**src/rtl/digi_ota_array.sv**
```systemverilog
// Array of digitally modelled comparator/OTA channels: each channel synchronises a
// differential pair, glitch-filters the decision and drives a keeper-capable output.
module digi_ota_array #(
    parameter int unsigned CH          = 4,
    parameter int unsigned SYNC_STAGES = 2,
    parameter int unsigned FILT_W      = 4
) (
    input  logic              clk,
    input  logic              rst,
    input  logic [CH-1:0]     vip,
    input  logic [CH-1:0]     vin,
    input  logic [CH-1:0]     en,
    input  logic              mode,
    input  logic [FILT_W-1:0] filt_len,
    output logic [CH-1:0]     out,
    output logic [CH-1:0]     oe,
    output logic [CH-1:0]     evt,
    output logic [CH-1:0]     cm
);

    typedef enum logic [1:0] {StOff, StCm, StUp, StDn} state_e;

    localparam logic [FILT_W-1:0] CntMax = {FILT_W{1'b1}};

    logic [CH-1:0]     sp_q [SYNC_STAGES];
    logic [CH-1:0]     sn_q [SYNC_STAGES];
    logic [CH-1:0]     sp;
    logic [CH-1:0]     sn;

    state_e            state_q [CH];
    state_e            state_d [CH];
    state_e            cand_q  [CH];
    state_e            cand_d  [CH];
    logic [FILT_W-1:0] cnt_q   [CH];
    logic [FILT_W-1:0] cnt_d   [CH];
    logic [CH-1:0]     out_q;
    logic [CH-1:0]     out_d;
    logic [CH-1:0]     evt_q;
    logic [CH-1:0]     evt_d;

    function automatic state_e classify(input logic p, input logic n);
        if (p && !n) return StUp;
        if (!p && n) return StDn;
        return StCm;
    endfunction

    // Synchronisers run regardless of enable so re-enabled channels see settled data.
    always_ff @(posedge clk) begin
        if (rst) begin
            for (int k = 0; k < int'(SYNC_STAGES); k++) begin
                sp_q[k] <= '0;
                sn_q[k] <= '0;
            end
        end else begin
            sp_q[0] <= vip;
            sn_q[0] <= vin;
            for (int k = 1; k < int'(SYNC_STAGES); k++) begin
                sp_q[k] <= sp_q[k-1];
                sn_q[k] <= sn_q[k-1];
            end
        end
    end

    assign sp = sp_q[SYNC_STAGES-1];
    assign sn = sn_q[SYNC_STAGES-1];

    always_comb begin
        for (int i = 0; i < int'(CH); i++) begin
            state_d[i] = state_q[i];
            cand_d[i]  = cand_q[i];
            cnt_d[i]   = cnt_q[i];
            out_d[i]   = out_q[i];

            if (!en[i]) begin
                state_d[i] = StOff;
                cand_d[i]  = StCm;
                cnt_d[i]   = '0;
                out_d[i]   = 1'b0;
            end else if (state_q[i] == StOff) begin
                // Enable edge: park in CM and start qualification from scratch.
                state_d[i] = StCm;
                cand_d[i]  = StCm;
                cnt_d[i]   = '0;
            end else begin
                if (classify(sp[i], sn[i]) == cand_q[i]) begin
                    cnt_d[i] = (cnt_q[i] == CntMax) ? cnt_q[i] : cnt_q[i] + 1'b1;
                end else begin
                    cand_d[i] = classify(sp[i], sn[i]);
                    cnt_d[i]  = '0;
                end
                // cnt_d counts equal samples beyond the first, so this needs filt_len+1.
                if (cnt_d[i] >= filt_len) begin
                    state_d[i] = cand_d[i];
                end
                unique case (state_d[i])
                    StUp:    out_d[i] = 1'b1;
                    StDn:    out_d[i] = 1'b0;
                    default: out_d[i] = out_q[i];
                endcase
            end

            evt_d[i] = out_d[i] ^ out_q[i];
        end
    end

    always_ff @(posedge clk) begin
        if (rst) begin
            for (int i = 0; i < int'(CH); i++) begin
                state_q[i] <= StOff;
                cand_q[i]  <= StCm;
                cnt_q[i]   <= '0;
            end
            out_q <= '0;
            evt_q <= '0;
        end else begin
            for (int i = 0; i < int'(CH); i++) begin
                state_q[i] <= state_d[i];
                cand_q[i]  <= cand_d[i];
                cnt_q[i]   <= cnt_d[i];
            end
            out_q <= out_d;
            evt_q <= evt_d;
        end
    end

    always_comb begin
        for (int i = 0; i < int'(CH); i++) begin
            oe[i] = 1'b0;
            cm[i] = 1'b0;
            unique case (state_q[i])
                StUp, StDn: oe[i] = 1'b1;
                StCm: begin
                    oe[i] = mode;
                    cm[i] = 1'b1;
                end
                default: ;
            endcase
        end
    end

    assign out = out_q;
    assign evt = evt_q;

endmodule

```
**config.mk**
```make
export PLATFORM = sky130hd
export DESIGN_NAME = digi_ota_array
export DESIGN_NICKNAME = d
export VERILOG_FILES = /design/src/rtl/digi_ota_array.sv
export SDC_FILE = /design/constraint.sdc
export NUM_CORES = 1
export LEC_CHECK = 0
export ABC_AREA = 0
export BUFFER_PORTS_ARGS = -buffer_cell sky130_fd_sc_hd__buf_2
export CORE_UTILIZATION = 54
export CTS_BUF_LIST = sky130_fd_sc_hd__clkbuf_2 sky130_fd_sc_hd__clkbuf_4 sky130_fd_sc_hd__clkbuf_8
export DETAILED_ROUTE_END_ITERATION = 16
export PLACE_DENSITY = 0.83
export SLEW_MARGIN = 20
export SYNTH_ARGS = -nofsm -noshare
export SYNTH_HDL_FRONTEND = slang
export SYNTH_SLANG_ARGS = --single-unit
```
**constraint.sdc**
```tcl
create_clock -name clk -period 2.6 [get_ports clk]
set_input_delay 0.52 -clock clk [delete_from_list [all_inputs] [get_ports clk]]
set_output_delay 0.52 -clock clk [all_outputs]
set_load 0.005 [all_outputs]
```
==> impl_results.rst, run 1 <==
.. list-table::
   :header-rows: 1

   * - Metric
     - Value
   * - WP data arrival
     - between 2 and 3 ns
   * - Worst Tran Pin Value
     - 0.435 ns
   * - Outcome
     - finished with violations
   * - Fillers
     - 327
   * - Max Transition Viols Final
     - 0
   * - Post-Synth XOR/XNOR Area
     - 0.0390
   * - Total global-route track usage
     - 0.240
   * - Final HPWL from detailed placement
     - 4100 um
   * - IR drop worst, VDD
     - 0.000429 V
   * - Final critical-path required period
     - 2.66 ns
   * - Antenna cells
     - 0
   * - TritonCTS clock tree
     - built
   * - Synthesis-to-layout area growth
     - 35.7%
   * - Failing checks
     - setup timing
   * - Relative slew slack
     - 0.710
   * - Synthesized-area fraction occupied by ao, oa, aoi and oai cells
     - 0.105
   * - Cell depth of the worst flop-to-flop path
     - 10
   * - Initial DRT Pass Iterations
     - 4
   * - Die Y
     - 72.6 um
   * - Leak
     - 1.58 nW
   * - Most used flip-flop cell after synthesis
     - sky130_fd_sc_hd__dfxtp_1
   * - Post-detailed-route wirelength per cell
     - 14.8 um
   * - Utilization of the core after routing
     - 0.768
   * - Worst hold start
     - vin[2]
   * - Register-to-register setup slack
     - -0.06 ns
   * - Drt initial violations
     - 154
   * - Area used by sequential logic in the layout
     - 1130 um2
   * - Full die area
     - 5270 um2
   * - Post-synthesis share of cell area spent on and, or, nand and nor gates
     - 0.240
   * - Main combinational cell family by area after synthesis
     - simple AND/OR/NAND/NOR gates
   * - Post-CTS Hold Buffers
     - 0
   * - Launch point of the worst reg-to-reg path
     - cnt_q[1][1]$_SDFF_PP0_
   * - Placement Rows
     - 25
   * - Final weighted congestion in routability-driven placement
     - slightly below 0.9
   * - Clock transition at the registers of the reported paths
     - 0.10 ns
   * - Crit Path Class
     - flip-flop to flip-flop
   * - Adder and majority gate portion of the synthesized area
     - 0.112
   * - Drt via density
     - 5.41
   * - Startpoint Class
     - flip-flop
   * - Overall overflow remaining after global route
     - 0
   * - Class of the most critical hold timing path
     - primary input to flip-flop
   * - Number of antenna violations at the first check in global routing
     - 0
   * - Max Freq
     - 376 MHz
   * - Synthesized area
     - 2690 um2
   * - Share of flip-flops with an asynchronous set or reset after synthesis
     - 0
   * - Number of failing setup endpoints in the final timing report
     - 2
   * - Number of nets in the final layout
     - 412
   * - EDFF count, synth
     - 0
   * - Average cell area after synthesis
     - slightly above 9 um2
   * - Portion of netlist area occupied by mux cells
     - 0.0609
   * - Standard cell area after detailed placement
     - roughly 3200 um2
   * - Proportion of layout cells with a drive suffix above 1
     - 0.425
   * - Endpoint of the most critical setup path
     - evt[1]$_SDFF_PP0_
   * - Area of the core
     - ~4800 um2
   * - Cell area power density
     - 439 nW/um2
   * - Number of distinct library cells after synthesis
     - 31
   * - Synthesized instance count
     - 293
   * - CTS buffer count
     - 5
   * - Yosys warns
     - 0
   * - Clock insertion delay at the later pin of the skew report
     - ~0.30 ns
   * - Max Cap Viol
     - 0
   * - Worst setup path startpoint
     - cnt_q[1][1]$_SDFF_PP0_
   * - Endpoint required time on the critical path
     - roughly 2.8 ns
   * - Number of flip-flops and latches in the synthesized netlist
     - 56
   * - Detail Route Antenna Nets
     - 0
   * - Die outline width
     - about 73 um
   * - Port bufs
     - 34
   * - Via Count
     - 2,348
   * - Wire length of the first global-routing pass
     - 9760 um
   * - Final Hold Fails
     - 0
   * - Total wire length
     - about 6400 um
   * - Maximum number of buffers from clock root to sink
     - 2
   * - Minimum setup slack in the final design
     - -0.0598 ns
   * - Total I/O pin count
     - 35
   * - Crit. End Element
     - flip-flop
   * - Vias in the first global route
     - 2,270
   * - TritonCTS sink count
     - 56
   * - Area occupied by multi-input gates
     - around 1800 um2
   * - Post-Route Skew
     - 0.00985 ns
   * - Pin count of the biggest net entering global routing
     - 22
   * - Critical Path Fanout Max
     - 4
   * - Clock H-tree levels
     - 2
   * - Final design area excluding fillers
     - 3650 um2
   * - Sequential element share of the synthesized area
     - 0.416
   * - Worst r2r dst
     - evt[1]$_SDFF_PP0_
   * - Final cycle utilization of the critical path
     - 1.02
   * - Clock Root Buffer
     - sky130_fd_sc_hd__clkbuf_8
   * - Net Count, Synth
     - 336
   * - Remaining DRCs
     - 0
   * - Effective utilization at floorplan
     - 0.566
   * - RSZ-0062 raised after global routing
     - yes
-- state kept, by name, indices dropped and copies added, names as in the netlist --
| name | cells |
|---|---|
| sn_q | 8 |
| evt | 4 |
| state_q | 8 |
| cand_q | 8 |
| cnt_q | 16 |
| out | 4 |
| sp_q | 8 |
-- worst min-delay path by stage --
stage / to / slack [ns] / depth (start not counted)
floorplan: sn_q[0][4]$_SDFF_PP0_ / 0.41 / 1
global placement: sp_q[0][6]$_SDFF_PP0_ / 0.42 / 1
detailed placement: sp_q[0][6]$_SDFF_PP0_ / 0.43 / 1
CTS: sn_q[0][2]$_SDFF_PP0_ / 0.42 / 2
global route: sn_q[0][2]$_SDFF_PP0_ / 0.43 / 2
finish: sn_q[0][2]$_SDFF_PP0_ / 0.43 / 2
-- repair_timing --
action | 4_1_cts | 5_1_grt
resized for setup | 34 | 45
setup buffers | 3 | 5
pin swaps | 12 | 27
endpoints found under the setup margin | 8 | 9
-- cell usage in the layout (no fill, tap or decap), types with 6 or more instances in the layout --
cell type,n
sky130_fd_sc_hd__buf_2,34
sky130_fd_sc_hd__buf_4,36
sky130_fd_sc_hd__dfxtp_1,48
sky130_fd_sc_hd__dfxtp_2,8
sky130_fd_sc_hd__ha_1,13
sky130_fd_sc_hd__ha_4,7
sky130_fd_sc_hd__inv_1,13
sky130_fd_sc_hd__mux2i_1,7
sky130_fd_sc_hd__mux2i_2,6
sky130_fd_sc_hd__nand2_1,18
sky130_fd_sc_hd__nand3_1,11
sky130_fd_sc_hd__nor2_1,33
sky130_fd_sc_hd__nor2b_1,25
sky130_fd_sc_hd__xor2_1,7
-- synth_stat cells (4+ instances only) --
master / number / share of area
sky130_fd_sc_hd__xor2_1: 12 / 0.039
sky130_fd_sc_hd__nor3_1: 10 / 0.019
sky130_fd_sc_hd__nor2b_1: 25 / 0.058
sky130_fd_sc_hd__a211oi_1: 8 / 0.022
sky130_fd_sc_hd__nor4_1: 5 / 0.012
sky130_fd_sc_hd__a31oi_1: 4 / 0.0093
sky130_fd_sc_hd__nor2_1: 37 / 0.052
sky130_fd_sc_hd__a21oi_1: 8 / 0.015
sky130_fd_sc_hd__nand3_1: 16 / 0.030
sky130_fd_sc_hd__mux2i_1: 13 / 0.048
sky130_fd_sc_hd__inv_1: 17 / 0.024
sky130_fd_sc_hd__nand2_1: 21 / 0.029
sky130_fd_sc_hd__ha_1: 24 / 0.11
sky130_fd_sc_hd__dfxtp_1: 56 / 0.42
-- layer usage --
metal,global-route usage,part of all wire,vias up
li1,-,-,1160
met1,0.299,0.44,1119
met2,0.428,0.52,61
met3,0.0401,0.031,8
met4,0.0654,0.0084,0
met5,0,0,-
-- critical path, cell delays in order, from the launching register on --
cell	delay (ns)
sky130_fd_sc_hd__dfxtp_2	0.38
sky130_fd_sc_hd__ha_2	0.20
sky130_fd_sc_hd__nand3_2	0.14
sky130_fd_sc_hd__mux2i_2	0.32
sky130_fd_sc_hd__nor2_4	0.06
sky130_fd_sc_hd__ha_4	0.27
sky130_fd_sc_hd__o211ai_2	0.10
sky130_fd_sc_hd__o21ai_2	0.20
sky130_fd_sc_hd__mux2i_2	0.30
sky130_fd_sc_hd__mux2_4	0.33
sky130_fd_sc_hd__a32o_1	0.25
-- final cells by class --
cell class / count / share of cell area
clock buffers: 5 / 0.0188
inverters: 17 / 0.0175
repair buffers: 72 / 0.127
well taps: 67 / 0.0229
flip-flops and latches: 56 / 0.310
multi-input cells: 217 / 0.504
-- stage by stage --
step / setup slack, ns / cells / power, mW / TNS [ns] / hold slack, ns
2_1_floorplan: -0.00665 / 293 / 1.03 / -0.00665 / 0.414
3_3_place_gp: -0.160 / 421 / 1.11 / -0.330 / 0.416
3_5_place_dp: -0.206 / 421 / 1.12 / -0.713 / 0.434
4_1_cts: -0.0290 / 429 / 1.57 / -0.0568 / 0.424
5_1_grt: -0.172 / 434 / 1.67 / -0.589 / 0.429
6_report: -0.0598 / 434 / 1.61 / -0.0807 / 0.429
-- report_power, final --
group | leakage [nW] | internal (mW) | switching [mW] | total (mW)
Sequential | 0.460 | 0.877 | 0.0119 | 0.889
Clock | 0.0359 | 0.175 | 0.255 | 0.430
Combinational | 1.09 | 0.144 | 0.143 | 0.286
-- logic make-up (layout without fill, tap and decap cells) --
kind of cell,count (synthesis),in the layout
AOI/OAI and AO/OA,37,37
xor gates and xnor gates,12,12
adders and majority gates,24,24
buffers and inverters,20,94
DFF,56,56
muxes,16,16
and+or+nand+nor,128,128
No activity file was read; power rests on OpenSTA's default activity.
==> inputs of run 2 (changes only) <==
--- a/config.mk
+++ b/config.mk
@@ -8,4 +8,5 @@
 export ABC_AREA = 0
 export BUFFER_PORTS_ARGS = -buffer_cell sky130_fd_sc_hd__buf_2
+export CORE_ASPECT_RATIO = 1.1
 export CORE_UTILIZATION = 54
 export CTS_BUF_LIST = sky130_fd_sc_hd__clkbuf_2 sky130_fd_sc_hd__clkbuf_4 sky130_fd_sc_hd__clkbuf_8
==> constraint.sdc (replaced) <==
create_clock -name clk -period 2.6 [get_ports clk]
set_input_delay 0.52 -clock clk [delete_from_list [all_inputs] [get_ports clk]]
set_output_delay 0.52 -clock clk [all_outputs]
set_load 0.01 [all_outputs]
==> run 2 against run 1 <==
  * The run still ends with setup timing left
  * Setup slack got worse by 0.051 ns
  * Critical path depth rose by 2
  * Die area barely moved
  * Cell area rose by 0.99%
  * Clock-buffer cell count rose by 1
  * Highest routed layer unchanged
  * Sequential power barely moved
  * Sequential cell count did not move
  * Clock power rose by 9.8%
  * Non-clock buffer count did not move
==> impl_results.rst, run 2 (synthesis gave the netlist of run 1 again) <==
.. list-table::
   :header-rows: 1

   * - Metric
     - Value
   * - Outcome
     - finished with violations
   * - Final HPWL from detailed placement
     - 4080 um
   * - Via Count
     - around 2.4k
   * - Total wire length
     - 7050 um
   * - Total global-route track usage
     - 0.238
   * - Number of nets in the final layout
     - just over 400
   * - Remaining DRCs
     - 0
   * - RSZ-0062 raised after global routing
     - yes
   * - Endpoint required time on the critical path
     - 2.82 ns
   * - Clock H-tree levels
     - 2
   * - Initial DRT Pass Iterations
     - 4
   * - Startpoint Class
     - flip-flop
   * - Post-CTS Hold Buffers
     - 0
   * - Critical path cell sequence
     - inv_2 > ha_4 > xor2_2 > buf_4 > buf_4 > nand3_2 > ha_4 > nor3b_4 > o21ai_2 > mux2i_2 > mux2_4 > a32o_1
   * - Area of the core
     - 4720 um2
   * - Placement Rows
     - 26
   * - Number of antenna violations at the first check in global routing
     - 0
   * - Full die area
     - 5270 um2
   * - Most common cell after layout, fill and taps aside
     - sky130_fd_sc_hd__dfxtp_1
   * - Final weighted congestion in routability-driven placement
     - 0.803
   * - Failing checks
     - setup timing
   * - Final cycle utilization of the critical path
     - 1.04
   * - Clock transition at the registers of the reported paths
     - ~0.10 ns
   * - Max Transition Viols Final
     - 0
   * - Maximum number of buffers from clock root to sink
     - 2
   * - Overall overflow remaining after global route
     - 0
   * - Leak
     - 1.60 nW
   * - Minimum setup slack in the final design
     - -0.110 ns
   * - Drt via density
     - 5.67
   * - Crit Path Class
     - flip-flop to flip-flop
   * - Number of failing setup endpoints in the final timing report
     - 2
   * - CP max stage delay
     - 0.34 ns
   * - Most frequent cells in the layout
     - sky130_fd_sc_hd__dfxtp_1, sky130_fd_sc_hd__buf_4, sky130_fd_sc_hd__nor2_1, sky130_fd_sc_hd__buf_2, sky130_fd_sc_hd__nor2b_1
   * - Die outline width
     - 69.3 um
   * - Area occupied by multi-input gates
     - between 1500 and 2000 um2
   * - Clock insertion delay at the later pin of the skew report
     - 0.31 ns
   * - Area used by sequential logic in the layout
     - 1130 um2
   * - Post-detailed-route wirelength per cell
     - approximately 17 um
   * - Max Freq
     - 369 MHz
   * - Drt initial violations
     - 170
   * - Largest register by flop count
     - cnt_q
   * - Clock Root Buffer
     - sky130_fd_sc_hd__clkbuf_8
   * - Standard cell area after detailed placement
     - 3100 um2
   * - Final critical-path required period
     - 2.71 ns
   * - Crit. End Element
     - flip-flop
   * - Post-Route Skew
     - 0.00907 ns
   * - CTS buffer count
     - 5
   * - Detail Route Antenna Nets
     - 0
   * - Worst Tran Pin Value
     - 0.438 ns
   * - Total I/O pin count
     - 35
   * - Antenna cells
     - 0
   * - TritonCTS sink count
     - 56
   * - Worst path slowest cell
     - sky130_fd_sc_hd__dfxtp_2
   * - Max reg flops
     - 16
   * - IR drop worst, VDD
     - 0.000357 V
   * - Vias in the first global route
     - 2,306
   * - Pin count of the biggest net entering global routing
     - 22
   * - Final design area excluding fillers
     - 3690 um2
   * - Final Hold Fails
     - 0
   * - Cell area power density
     - 451 nW/um2
   * - Critical Path Fanout Max
     - 2
   * - Port bufs
     - 34
   * - Die Y
     - 76.1 um
   * - Proportion of layout cells with a drive suffix above 1
     - 0.425
   * - Effective utilization at floorplan
     - 0.571
   * - Class of the most critical hold timing path
     - primary input to flip-flop
   * - Fillers
     - 281
   * - Relative slew slack
     - 0.708
   * - Hold Slack
     - 0.413 ns
   * - Max Cap Viol
     - 0
   * - WP data arrival
     - roughly 2.9 ns
   * - Wire length of the first global-routing pass
     - 10,000 um
   * - TritonCTS clock tree
     - built
   * - Synthesis-to-layout area growth
     - 37.0%
==> run 2: final cells by class <==
class / count / share of cell area
multi-input cells: 217 / 0.509
flip-flops and latches: 56 / 0.306
repair buffers: 72 / 0.126
clock buffers: 6 / 0.0207
well taps: 56 / 0.0190
inverters: 17 / 0.0173
clock inverters: 1 / 0.00136
==> run 2: stage by stage <==
| stage | instances | TNS [ns] | total power, mW | utilization | setup slack (ns) |
|---|---|---|---|---|---|
| 2_1_floorplan | 293 | -0.00667 | 1.03 | - | -0.00667 |
| 3_3_place_gp | 403 | -0.215 | 1.10 | 0.658 | -0.0934 |
| 3_5_place_dp | 403 | -0.652 | 1.11 | 0.658 | -0.184 |
| 4_1_cts | 417 | -0.00775 | 1.60 | 0.719 | -0.00775 |
| 5_1_grt | 425 | -0.693 | 1.73 | 0.782 | -0.230 |
| 6_report | 425 | -0.205 | 1.66 | 0.782 | -0.110 |
==> run 2: timing repair <==
item / CTS / global route
pin swaps: 14 / 20
setup endpoints to repair: 8 / 10
resized for setup: 29 / 50
setup buffers: 7 / 8
hold endpoints to repair: 0 / 0
==> run 2: worst paths after layout <==
check / end / startpoint / slack (ns) / cells after the start
setup / recovery: evt[1]$_SDFF_PP0_ / sn_q[0][5]$_SDFF_PP0_ / -0.11 / 12
hold / removal: sp_q[0][2]$_SDFF_PP0_ / vip[2] / 0.41 / 2
setup reg to reg: evt[1]$_SDFF_PP0_ / sn_q[0][5]$_SDFF_PP0_ / -0.11 / 12
hold reg to reg: sn_q[0][7]$_SDFF_PP0_ / sn_q[0][3]$_SDFF_PP0_ / 0.44 / 1
==> run 2: metal layers <==
layer,vias to the layer above,wire (um),track usage
li1,1161,-,-
met1,1138,2780,0.272
met2,89,3690,0.422
met3,23,359,0.0397
met4,0,229,0.122
met5,-,0,0
==> run 2: critical path: cells and delay by family (launching register included) <==
| kind | cells | cell delay (ns) |
|---|---|---|
| AND/OR/NAND/NOR | 2 | 0.32 |
| buffers and inverters | 3 | 0.27 |
| multiplexers | 2 | 0.55 |
| XOR/XNOR | 1 | 0.20 |
| AO/OA/AOI/OAI | 2 | 0.37 |
| flip-flops | 1 | 0.34 |
| adder cells (fa/ha/maj) | 2 | 0.55 |
==> run 2: power breakdown <==
group	leakage, nW	switching [mW]	internal [mW]
Combinational	1.10	0.152	0.150
Clock	0.0445	0.277	0.195
Sequential	0.459	0.0126	0.877
Total	1.60	0.441	1.22
==> inputs of run 3 (changes only) <==
Settings changed: SETUP_SLACK_MARGIN set to 0.5.
==> run 3 against run 2 <==
  * The flow still finishes with violations (setup timing)
  * Clock power up 20%
  * Register-to-register slack gained 0.03 ns
  * Clock skew down 0.0044 ns
  * Global-route usage grew 0.99 points
  * Cell area up 3.6%
  * Setup slack improved by 0.029 ns
  * Sequential cell count is the same
  * Via count increased by 2.4%
  * Critical path type unchanged
  * Largest power group unchanged
==> impl_results.rst, run 3 (synthesis gave the netlist of run 1 again) <==
.. list-table::
   :header-rows: 1

   * - Metric
     - Value
   * - TritonCTS clock tree
     - built
   * - CTS buffer count
     - 5
   * - Overall overflow remaining after global route
     - 0
   * - Endpoint required time on the critical path
     - about 2.8 ns
   * - Failing checks
     - setup timing
   * - Clock transition at the registers of the reported paths
     - 0.10 ns
   * - Post-Route Skew
     - 0.00468 ns
   * - Proportion of power drawn by flip-flops and latches
     - 0.502
   * - Most common cell after layout, fill and taps aside
     - sky130_fd_sc_hd__dfxtp_1
   * - WP data arrival
     - between 2 and 3 ns
   * - Die outline width
     - around 70 um
   * - GR Layer Usage met1
     - 0.271
   * - Port bufs
     - 34
   * - Total I/O pin count
     - 35
   * - Placement Rows
     - 26
   * - TritonCTS sink count
     - 56
   * - Top Usage Layer GRT
     - met2
   * - Total global-route track usage
     - 0.248
   * - Total wire length
     - 7370 um
   * - Outcome
     - finished with violations
   * - Drt via density
     - about 5.8
   * - Final weighted congestion in routability-driven placement
     - 0.851
   * - Final Hold Fails
     - 0
   * - Net switching power of the design
     - 0.462 mW
   * - Critical Path Fanout Max
     - 3
   * - Clock Root Buffer
     - sky130_fd_sc_hd__clkbuf_8
   * - Synthesis-to-layout area growth
     - 42.0%
   * - Final critical-path required period
     - 2.68 ns
   * - Worst Tran Pin Value
     - approximately 0.45 ns
   * - Die Y
     - 76.1 um
   * - Crit. End Element
     - flip-flop
   * - Max Cap Viol
     - 0
   * - Remaining DRCs
     - 0
   * - Maximum number of buffers from clock root to sink
     - 2
   * - Placement-stage worst setup slack
     - -0.0862 ns
   * - IR drop worst, VDD
     - roughly 0.00043 V
   * - Routing usage on met2
     - 0.452
   * - Cell internal pwr
     - between 1 and 1.5 mW
   * - Crit Path Class
     - flip-flop to flip-flop
   * - Detail Route Antenna Nets
     - 0
   * - Final cycle utilization of the critical path
     - 1.03
   * - Drt initial violations
     - 145
   * - Max Freq
     - 373 MHz
   * - Leak
     - between 1.5 and 2 nW
   * - Final HPWL from detailed placement
     - between 3000 and 4000 um
   * - Relative slew slack
     - 0.700
   * - Area of the core
     - around 4700 um2
   * - Effective utilization at floorplan
     - 0.571
   * - Class of the most critical hold timing path
     - primary input to flip-flop
   * - Final total power
     - 1.78 mW
   * - Clock insertion delay at the later pin of the skew report
     - ~0.3 ns
   * - Post-detailed-route wirelength per cell
     - 17.3 um
   * - Largest register by flop count
     - cnt_q
   * - Clock H-tree levels
     - 2
   * - Via Count
     - 2,470
   * - Proportion of layout cells with a drive suffix above 1
     - 0.463
   * - GRT met3 Usage
     - 0.0582
   * - RSZ-0062 raised after global routing
     - yes
   * - Wire length of the first global-routing pass
     - approximately 10,000 um
   * - Power share of the combinational group
     - 0.179
   * - Clock network power share
     - 0.320
   * - Net switching fraction of the power
     - 0.260
   * - Most frequent cells in the layout
     - sky130_fd_sc_hd__dfxtp_1, sky130_fd_sc_hd__buf_2, sky130_fd_sc_hd__buf_4
   * - Max Transition Viols Final
     - 0
   * - Cell area power density
     - between 400 and 500 nW/um2
   * - Initial DRT Pass Iterations
     - 4
   * - Startpoint Class
     - flip-flop
   * - Number of failing setup endpoints in the final timing report
     - 2
   * - Max reg flops
     - 16
   * - Pin count of the biggest net entering global routing
     - 23
   * - Number of nets in the final layout
     - 411
   * - Antenna cells
     - 0
   * - Vias in the first global route
     - around 2.4k
   * - Full die area
     - roughly 5300 um2
   * - Minimum setup slack in the final design
     - -0.0816 ns
   * - Number of antenna violations at the first check in global routing
     - 0
## run 3: timing repair
item,CTS,global route
setup buffers,17,6
resized for setup,56,32
hold buffers,0,0
pin swaps,23,32
endpoints found under the setup margin,15,16
## run 3: area by class of cell
| type | count | area (um2) |
|---|---|---|
| multi-input combinational | 217 | 1980 |
| fill | 251 | 895 |
| clock buffer | 5 | 68.8 |
| clock inverter | 3 | 42.5 |
| sequential | 56 | 1140 |
| tap | 56 | 70.1 |
| timing repair buffer | 71 | 459 |
| inverter | 17 | 63.8 |
## run 3: worst max-delay path, cell delays in order (launching register included)
cell                      delay (ns)
sky130_fd_sc_hd__dfxtp_2        0.36
sky130_fd_sc_hd__ha_4           0.17
sky130_fd_sc_hd__nand3_2        0.13
sky130_fd_sc_hd__xor2_1         0.21
sky130_fd_sc_hd__nand3_1        0.21
sky130_fd_sc_hd__ha_4           0.28
sky130_fd_sc_hd__nor3b_4        0.24
sky130_fd_sc_hd__o21ai_2        0.12
sky130_fd_sc_hd__mux2i_2        0.25
sky130_fd_sc_hd__mux2_4         0.33
sky130_fd_sc_hd__a32o_1         0.26
## run 3: metal layers
layer,part of all wire,routed length [um]
met1,0.39,2880
met2,0.53,3870
met3,0.052,385
met4,0.031,232
met5,0,0
## run 3: power by group through the flow
stage               clock (mW)  combinational (mW)  sequential (mW)
floorplan                    0               0.132            0.906
global placement             0               0.198            0.907
detailed placement           0               0.205            0.907
CTS                      0.579               0.264            0.889
global route             0.609               0.339            0.893
finish                   0.568               0.317            0.891
## run 3: through the flow
stage / area (um2) / setup TNS, ns / hold slack (ns) / cells / util
final: 3820 / -0.127 / 0.421 / 425 / 0.810
after global routing: 3820 / -0.532 / 0.431 / 425 / 0.810
after CTS: 3580 / -0.0145 / 0.412 / 419 / 0.759
after detailed placement: 3110 / -0.268 / 0.420 / 394 / 0.659
after global placement: 3110 / -0.0206 / 0.416 / 394 / 0.659
after floorplan: 2780 / 0 / 0.414 / 293 / -
## run 3: path summary, 6_finish.rpt
kind	startpoint	to	slack [ns]	cells past startpoint
min reg2reg	sn_q[0][2]$_SDFF_PP0_	sn_q[0][6]$_SDFF_PP0_	0.45	1
max reg2reg	cnt_q[3][1]$_SDFF_PP0_	evt[3]$_SDFF_PP0_	-0.08	10
min	vin[2]	sn_q[0][2]$_SDFF_PP0_	0.42	2
max	cnt_q[3][1]$_SDFF_PP0_	evt[3]$_SDFF_PP0_	-0.08	10
